--- config.mk ---
export PLATFORM = sky130hd
export DESIGN_NAME = stack_ctrl
export DESIGN_NICKNAME = d
export VERILOG_FILES = /design/src/rtl/stack_ctrl_pkg.sv /design/src/rtl/stack_ctrl_rr_arb2.sv /design/src/rtl/stack_ctrl.sv
export SDC_FILE = /design/constraint.sdc
export NUM_CORES = 1
export LEC_CHECK = 0
export BUFFER_PORTS_ARGS = -buffer_cell sky130_fd_sc_hd__buf_2
export CAP_MARGIN = 20
export CORE_ASPECT_RATIO = 1.2
export CORE_MARGIN = 4
export CORE_UTILIZATION = 49
export DETAILED_ROUTE_END_ITERATION = 12
export GPL_ROUTABILITY_DRIVEN = 0
export GPL_TIMING_DRIVEN = 0
export PLACE_DENSITY = 0.93
export SETUP_SLACK_MARGIN = 0.2
export SLEW_MARGIN = 25
export SYNTH_ARGS = -nofsm -noshare
export SYNTH_HDL_FRONTEND = slang
export SYNTH_HIERARCHICAL = 1
export SYNTH_SLANG_ARGS = --single-unit
export TNS_END_PERCENT = 50
--- constraint.sdc ---
create_clock -name clk -period 5.5 [get_ports clk]
set_clock_uncertainty 0.05 [all_clocks]
set_input_delay 0.825 -clock clk [delete_from_list [all_inputs] [get_ports clk]]
set_output_delay 0.825 -clock clk [all_outputs]
set_load 0.005 [all_outputs]
--- src/rtl/stack_ctrl_pkg.sv ---
// Shared types and encodings for the LIFO stack sequencing controller.
package stack_ctrl_pkg;

    localparam int STK_DW    = 4;
    localparam int STK_DEPTH = 16;

    localparam logic OP_PUSH = 1'b0;
    localparam logic OP_POP  = 1'b1;

    localparam logic REQ_CU = 1'b0;
    localparam logic REQ_DU = 1'b1;

    typedef enum logic [2:0] {
        IDLE,
        FLUSH,
        PUSH,
        POP_DEC,
        POP_RD,
        RESP
    } state_e;

endpackage

--- src/rtl/stack_ctrl_rr_arb2.sv ---
// Two-way round-robin arbiter; the requester not granted last wins a tie.
module rr_arb2
    import stack_ctrl_pkg::*;
(
    input  logic       clk,
    input  logic       rst,
    input  logic [1:0] req,
    input  logic       accept,
    output logic [1:0] gnt,
    output logic       gnt_id
);

    logic last_q;
    logic last_d;

    always_comb begin
        gnt_id = REQ_CU;
        if (req[REQ_DU] && (!req[REQ_CU] || last_q == REQ_CU)) begin
            gnt_id = REQ_DU;
        end
        gnt    = {(|req) & gnt_id, (|req) & ~gnt_id};
        last_d = accept ? gnt_id : last_q;
    end

    // Reset as if DU was served last so CU wins the first tie.
    always_ff @(posedge clk) begin
        if (rst) begin
            last_q <= REQ_DU;
        end else begin
            last_q <= last_d;
        end
    end

endmodule

--- src/rtl/stack_ctrl.sv ---
// Stack sequencing controller: arbitrates CU/DU access to the LIFO stack.
// Optional saturating error counter output under STACK_CTRL_ERR_CNT_EN.
module stack_ctrl
    import stack_ctrl_pkg::*;
#(
    parameter int DW    = STK_DW,
    parameter int DEPTH = STK_DEPTH
) (
    input  logic          clk,
    input  logic          rst,
`ifdef STACK_CTRL_ERR_CNT_EN
    output logic [7:0]    err_cnt,
`endif
    input  logic          flush,
    input  logic          cu_req_valid,
    input  logic          cu_req_op,
    input  logic [DW-1:0] cu_req_data,
    output logic          cu_req_ready,
    output logic          cu_rsp_valid,
    output logic          cu_rsp_err,
    output logic [DW-1:0] cu_rsp_data,
    input  logic          du_req_valid,
    input  logic          du_req_op,
    input  logic [DW-1:0] du_req_data,
    output logic          du_req_ready,
    output logic          du_rsp_valid,
    output logic          du_rsp_err,
    output logic [DW-1:0] du_rsp_data,
    output logic          stk_reset,
    output logic          stk_push,
    output logic          stk_pop,
    output logic          stk_we,
    output logic          stk_re,
    output logic          stk_mux_sel,
    output logic [DW-1:0] stk_data_1_in,
    output logic [DW-1:0] stk_data_2_in,
    input  logic [DW-1:0] stk_data_out,
    input  logic          stk_full,
    input  logic          stk_empty
);

    // DEPTH only has to agree with the external stack's full flag.
    if (DEPTH < 1) begin : g_depth_unused
    end

    state_e        state_q, state_d;
    logic          id_q, id_d;
    logic [DW-1:0] du_data_q, du_data_d;
    logic [DW-1:0] cu_data_q, cu_data_d;
    logic          cu_err_q, cu_err_d;
    logic          du_err_q, du_err_d;
    logic [DW-1:0] cu_rdata_q, cu_rdata_d;
    logic [DW-1:0] du_rdata_q, du_rdata_d;

    logic          accept;
    logic          gnt_id;
    logic [1:0]    gnt;
    logic          req_op;
    logic          rsp_err;
    logic [DW-1:0] rsp_data;

    assign accept = (state_q == IDLE) && !flush
                  && (cu_req_valid || du_req_valid);

    rr_arb2 u_arb (
        .clk    (clk),
        .rst    (rst),
        .req    ({du_req_valid, cu_req_valid}),
        .accept (accept),
        .gnt    (gnt),
        .gnt_id (gnt_id)
    );

    always_comb begin
        state_d    = state_q;
        id_d       = id_q;
        du_data_d  = du_data_q;
        cu_data_d  = cu_data_q;
        cu_err_d   = cu_err_q;
        du_err_d   = du_err_q;
        cu_rdata_d = cu_rdata_q;
        du_rdata_d = du_rdata_q;
        rsp_err    = 1'b0;
        rsp_data   = '0;
        req_op     = (gnt_id == REQ_DU) ? du_req_op : cu_req_op;

        unique case (state_q)
            IDLE: begin
                if (flush) begin
                    state_d = FLUSH;
                end else if (accept) begin
                    id_d = gnt_id;
                    if (gnt_id == REQ_DU) du_data_d = du_req_data;
                    else                  cu_data_d = cu_req_data;
                    if (req_op == OP_PUSH) state_d = stk_full  ? RESP : PUSH;
                    else                   state_d = stk_empty ? RESP : POP_DEC;
                    // Only reaches the response when the op is refused.
                    rsp_err = 1'b1;
                end
            end
            FLUSH:   state_d = IDLE;
            PUSH:    state_d = RESP;
            POP_DEC: state_d = POP_RD;
            POP_RD: begin
                state_d  = RESP;
                rsp_data = stk_data_out;
            end
            RESP:    state_d = IDLE;
            default: state_d = IDLE;
        endcase

        if (state_q != RESP && state_d == RESP) begin
            if (id_d == REQ_DU) begin
                du_err_d   = rsp_err;
                du_rdata_d = rsp_data;
            end else begin
                cu_err_d   = rsp_err;
                cu_rdata_d = rsp_data;
            end
        end
    end

    always_ff @(posedge clk) begin
        if (rst) begin
            state_q    <= IDLE;
            id_q       <= REQ_CU;
            du_data_q  <= '0;
            cu_data_q  <= '0;
            cu_err_q   <= 1'b0;
            du_err_q   <= 1'b0;
            cu_rdata_q <= '0;
            du_rdata_q <= '0;
        end else begin
            state_q    <= state_d;
            id_q       <= id_d;
            du_data_q  <= du_data_d;
            cu_data_q  <= cu_data_d;
            cu_err_q   <= cu_err_d;
            du_err_q   <= du_err_d;
            cu_rdata_q <= cu_rdata_d;
            du_rdata_q <= du_rdata_d;
        end
    end

    assign stk_reset     = rst | (state_q == FLUSH);
    assign stk_push      = (state_q == PUSH);
    assign stk_we        = (state_q == PUSH);
    assign stk_mux_sel   = (state_q == PUSH) && (id_q == REQ_DU);
    assign stk_pop       = (state_q == POP_DEC);
    assign stk_re        = (state_q == POP_RD);
    assign stk_data_1_in = du_data_q;
    assign stk_data_2_in = cu_data_q;

    assign cu_req_ready  = accept & gnt[REQ_CU];
    assign du_req_ready  = accept & gnt[REQ_DU];
    assign cu_rsp_valid  = (state_q == RESP) && (id_q == REQ_CU);
    assign du_rsp_valid  = (state_q == RESP) && (id_q == REQ_DU);
    assign cu_rsp_err    = cu_err_q;
    assign du_rsp_err    = du_err_q;
    assign cu_rsp_data   = cu_rdata_q;
    assign du_rsp_data   = du_rdata_q;

`ifdef STACK_CTRL_ERR_CNT_EN
    logic [7:0] err_cnt_q, err_cnt_d;
    logic       rsp_is_err;

    assign rsp_is_err = (id_q == REQ_DU) ? du_err_q : cu_err_q;

    always_comb begin
        err_cnt_d = err_cnt_q;
        if (state_q == FLUSH) begin
            err_cnt_d = '0;
        end else if (state_q == RESP && rsp_is_err && err_cnt_q != 8'hff) begin
            err_cnt_d = err_cnt_q + 8'd1;
        end
    end

    always_ff @(posedge clk) begin
        if (rst) err_cnt_q <= '0;
        else     err_cnt_q <= err_cnt_d;
    end

    assign err_cnt = err_cnt_q;
`endif

endmodule

==> impl_results.md <==
- Worst Max-Slew Pin Slew: 0.6284 ns
- Fraction of layout cells with a size suffix above 1: 0.3448
- FF+latch count, synth: 23
- Post-layout util: 0.6703
- FF-to-FF setup slack: 3.26 ns
- Logic pwr share: 0.235
- Final Hold Slack: 0.4125 ns
- Largest net degree at the start of global routing: 14
- Remaining Overflow, GRT: 0
- Setup CP Type: primary input to output pin
- Post-CTS setup buffers: 0
- Width of the die: 51.23 um
- Min cycle time layout: 3.146 ns
- Hold Path Sink: stk_data_1_in[2]
- Setup TNS: 0 ns
- Critical path capture point type: output pin
- WP data arrival: 2.27 ns
- Vias in the first global route: 1071
- Clock transition at path regs: 0.12 ns
- # hold bufs at CTS: 0
- CTS Buffer Depth: 2
- Global-route wire length before repair: 4457 um
- Multi-input logic area: 585.6 um2
- Worst Reg-to-Reg Cells: 6
- Clock Sinks: 23
- Peak supply drop: 0.1522 mV
- Yosys warning count: 6
- Pwr Density: 238.4 nW/um2
- Commonest cells after routing, fill and taps aside: buf_2 (48), dfxtp_1 (23), nand2_1 (14)
- Num CTS Buffers: 3
- Worst Path Max Fanout: 9
- Num ports: 49
- Area leader, netlist: dfxtp_1
- Routed wire per std cell: 13.18 um
- Sw Share: 0.2928
- Int Power: 236.7 uW
- Die area: 3067 um2
- Reg2reg start: state_q[1]
- FILL cells: 183
- Storage cell area: 460.4 um2
- Fin. max-slew vios: 0
- RSZ-0062 raised after global routing: no
- DRT Pass-1 Iters: 4
- Reg power frac: 0.537
- WL final: 2689 um
- Dpl hpwl: 2203 um
- Yosys cell types: 33
- Switching Power: 97.97 uW
- Post-synth ARST share: 0
- Clk pwr share: 0.228
- WHS Path Cells: 2
- Total GRT Usage: 0.1884
- Post-synth EDFFs: 0
- Hold Crit Class: flop to flop
- Pleak: 0.0006990 uW
- Max cap viols: 0
- Slew margin rel.: 0.5775
- Vias: 1045
- Top_reg_cell synth: dfxtp_1
- Cells after synthesis: 122
- Sequential area share after synthesis: 0.4191
- Port-buffer cells: 48
- Hold Crit Start: stk_data_1_in[2]
- Commonest non-fill, non-tap cell in the layout: buf_2
- Clk_lat worst skew: 0.31 ns
- Fin. Hold Viols: 0
- Rows: 18
- DRT iter0 DRCs: 17
- Die height: 59.87 um
- Worst R2R End: du_rsp_err
- Detail Route Antenna Nets: 0
- Area Overhead vs Synth: 27.79%
- Finish-stage setup viols: 0
- Antenna violations before repair: 0
- CP Launch Type: primary input
- Fmax: 317.8 MHz
- Root Driver: clkbuf_4
- Syn nets: 143
- Antenna Cells: 0
- Largest cells by area after synthesis: dfxtp_1 (42%), mux2i_1 (8.2%), nand2b_1 (5.1%)
- # H-tree levels: 1
- CTS tree: yes
- Mapped Area: 1099 um2
- Synth top area share: 0.4191
- Via/cell ratio: 5.123
- Final Power: 334.6 uW
- Data required, critical path: 4.62 ns
- Status: complete, no violations
- Mean area per synthesized cell: 9.005 um2
- Initial Util: 0.5245
- Nets: 196
- Placeable Area: 2095 um2
- Number of gates resized after cts: 0
- Final Cycle Share: 0.5720
- DRC: 0
[flip-flops by register name, indices dropped and copies added (netlist names)]
| register | flops |
|---|---|
| u_arb/last_q | 1 |
| id_q | 1 |
| stk_data_2_in | 4 |
| stk_data_1_in | 4 |
| du_rsp_err | 1 |
| du_rsp_data | 4 |
| state_q | 3 |
| cu_rsp_err | 1 |
| cu_rsp_data | 4 |
[worst max-delay path: stages]
cell and delay, ns:
buf_2 0.10, or3_4 0.35, or3_1 0.39, buf_6 0.16, inv_1 0.19, and2_1 0.16, buf_2 0.11
[logic make-up (layout without fill, tap and decap cells)]
group                  count (synthesis)  in the layout  synth area share
AOI/OAI and AO/OA                     25             25            0.1606
and+or+nand+nor                       53             53            0.2802
DFF                                   23             23            0.4191
buffers and inverters                 11             63           0.04784
muxes                                 10             10           0.09226
[Yosys cell counts (all sizes together), types with 2 or more instances]
cell type	instances
dfxtp	23
nand2	14
a21oi	11
mux2i	9
nand2b	9
nor2	7
clkbuf	5
nand3	5
inv	4
nor2b	4
o21ai	4
a21boi	3
and2	3
or3	3
a32o	2
buf	2
nor3b	2
[metal layers]
| layer | share of wire | GRT usage |
|---|---|---|
| met1 | 0.38 | 0.2012 |
| met2 | 0.55 | 0.3646 |
| met3 | 0.047 | 0.02494 |
| met4 | 0.023 | 0.08240 |
| met5 | 0 | 0 |
[area by class of cell]
| cell class | instances | area share |
|---|---|---|
| repair buffers | 48 | 0.1711 |
| multi-input cells | 88 | 0.4171 |
| clock buffers | 3 | 0.01604 |
| inverters | 4 | 0.01070 |
| clock inverters | 1 | 0.003565 |
| flip-flops and latches | 23 | 0.3280 |
| well taps | 30 | 0.02674 |
| plain buffers | 7 | 0.02674 |
[how the worst max path moves through the flow]
stage	start	endpoint	slack (ns)	cells past startpoint
floorplan	flush	cu_req_ready	2.68	5
global placement	flush	du_req_ready	2.40	7
detailed placement	flush	du_req_ready	2.37	7
CTS	flush	du_req_ready	2.35	7
global route	flush	cu_req_ready	2.27	7
finish	flush	du_req_ready	2.35	7
[stage by stage]
step                cells  area [um2]  setup WS [ns]
floorplan             122        1099          2.678
global placement      200        1376          2.400
detailed placement    200        1376          2.369
CTS                   204        1404          2.352
global route          204        1404          2.265
finish                204        1404          2.354
[power by group through the flow]
| stage | clock network, uW | logic [uW] | registers, uW |
|---|---|---|---|
| finish | 76.2 | 78.6 | 180 |
| CTS | 79.1 | 78.9 | 180 |
| floorplan | 0 | 51.9 | 183 |
| detailed placement | 0 | 78.5 | 184 |
| global route | 84.6 | 87.2 | 181 |
| global placement | 0 | 75.2 | 183 |
(Power assumes the default switching activity.)
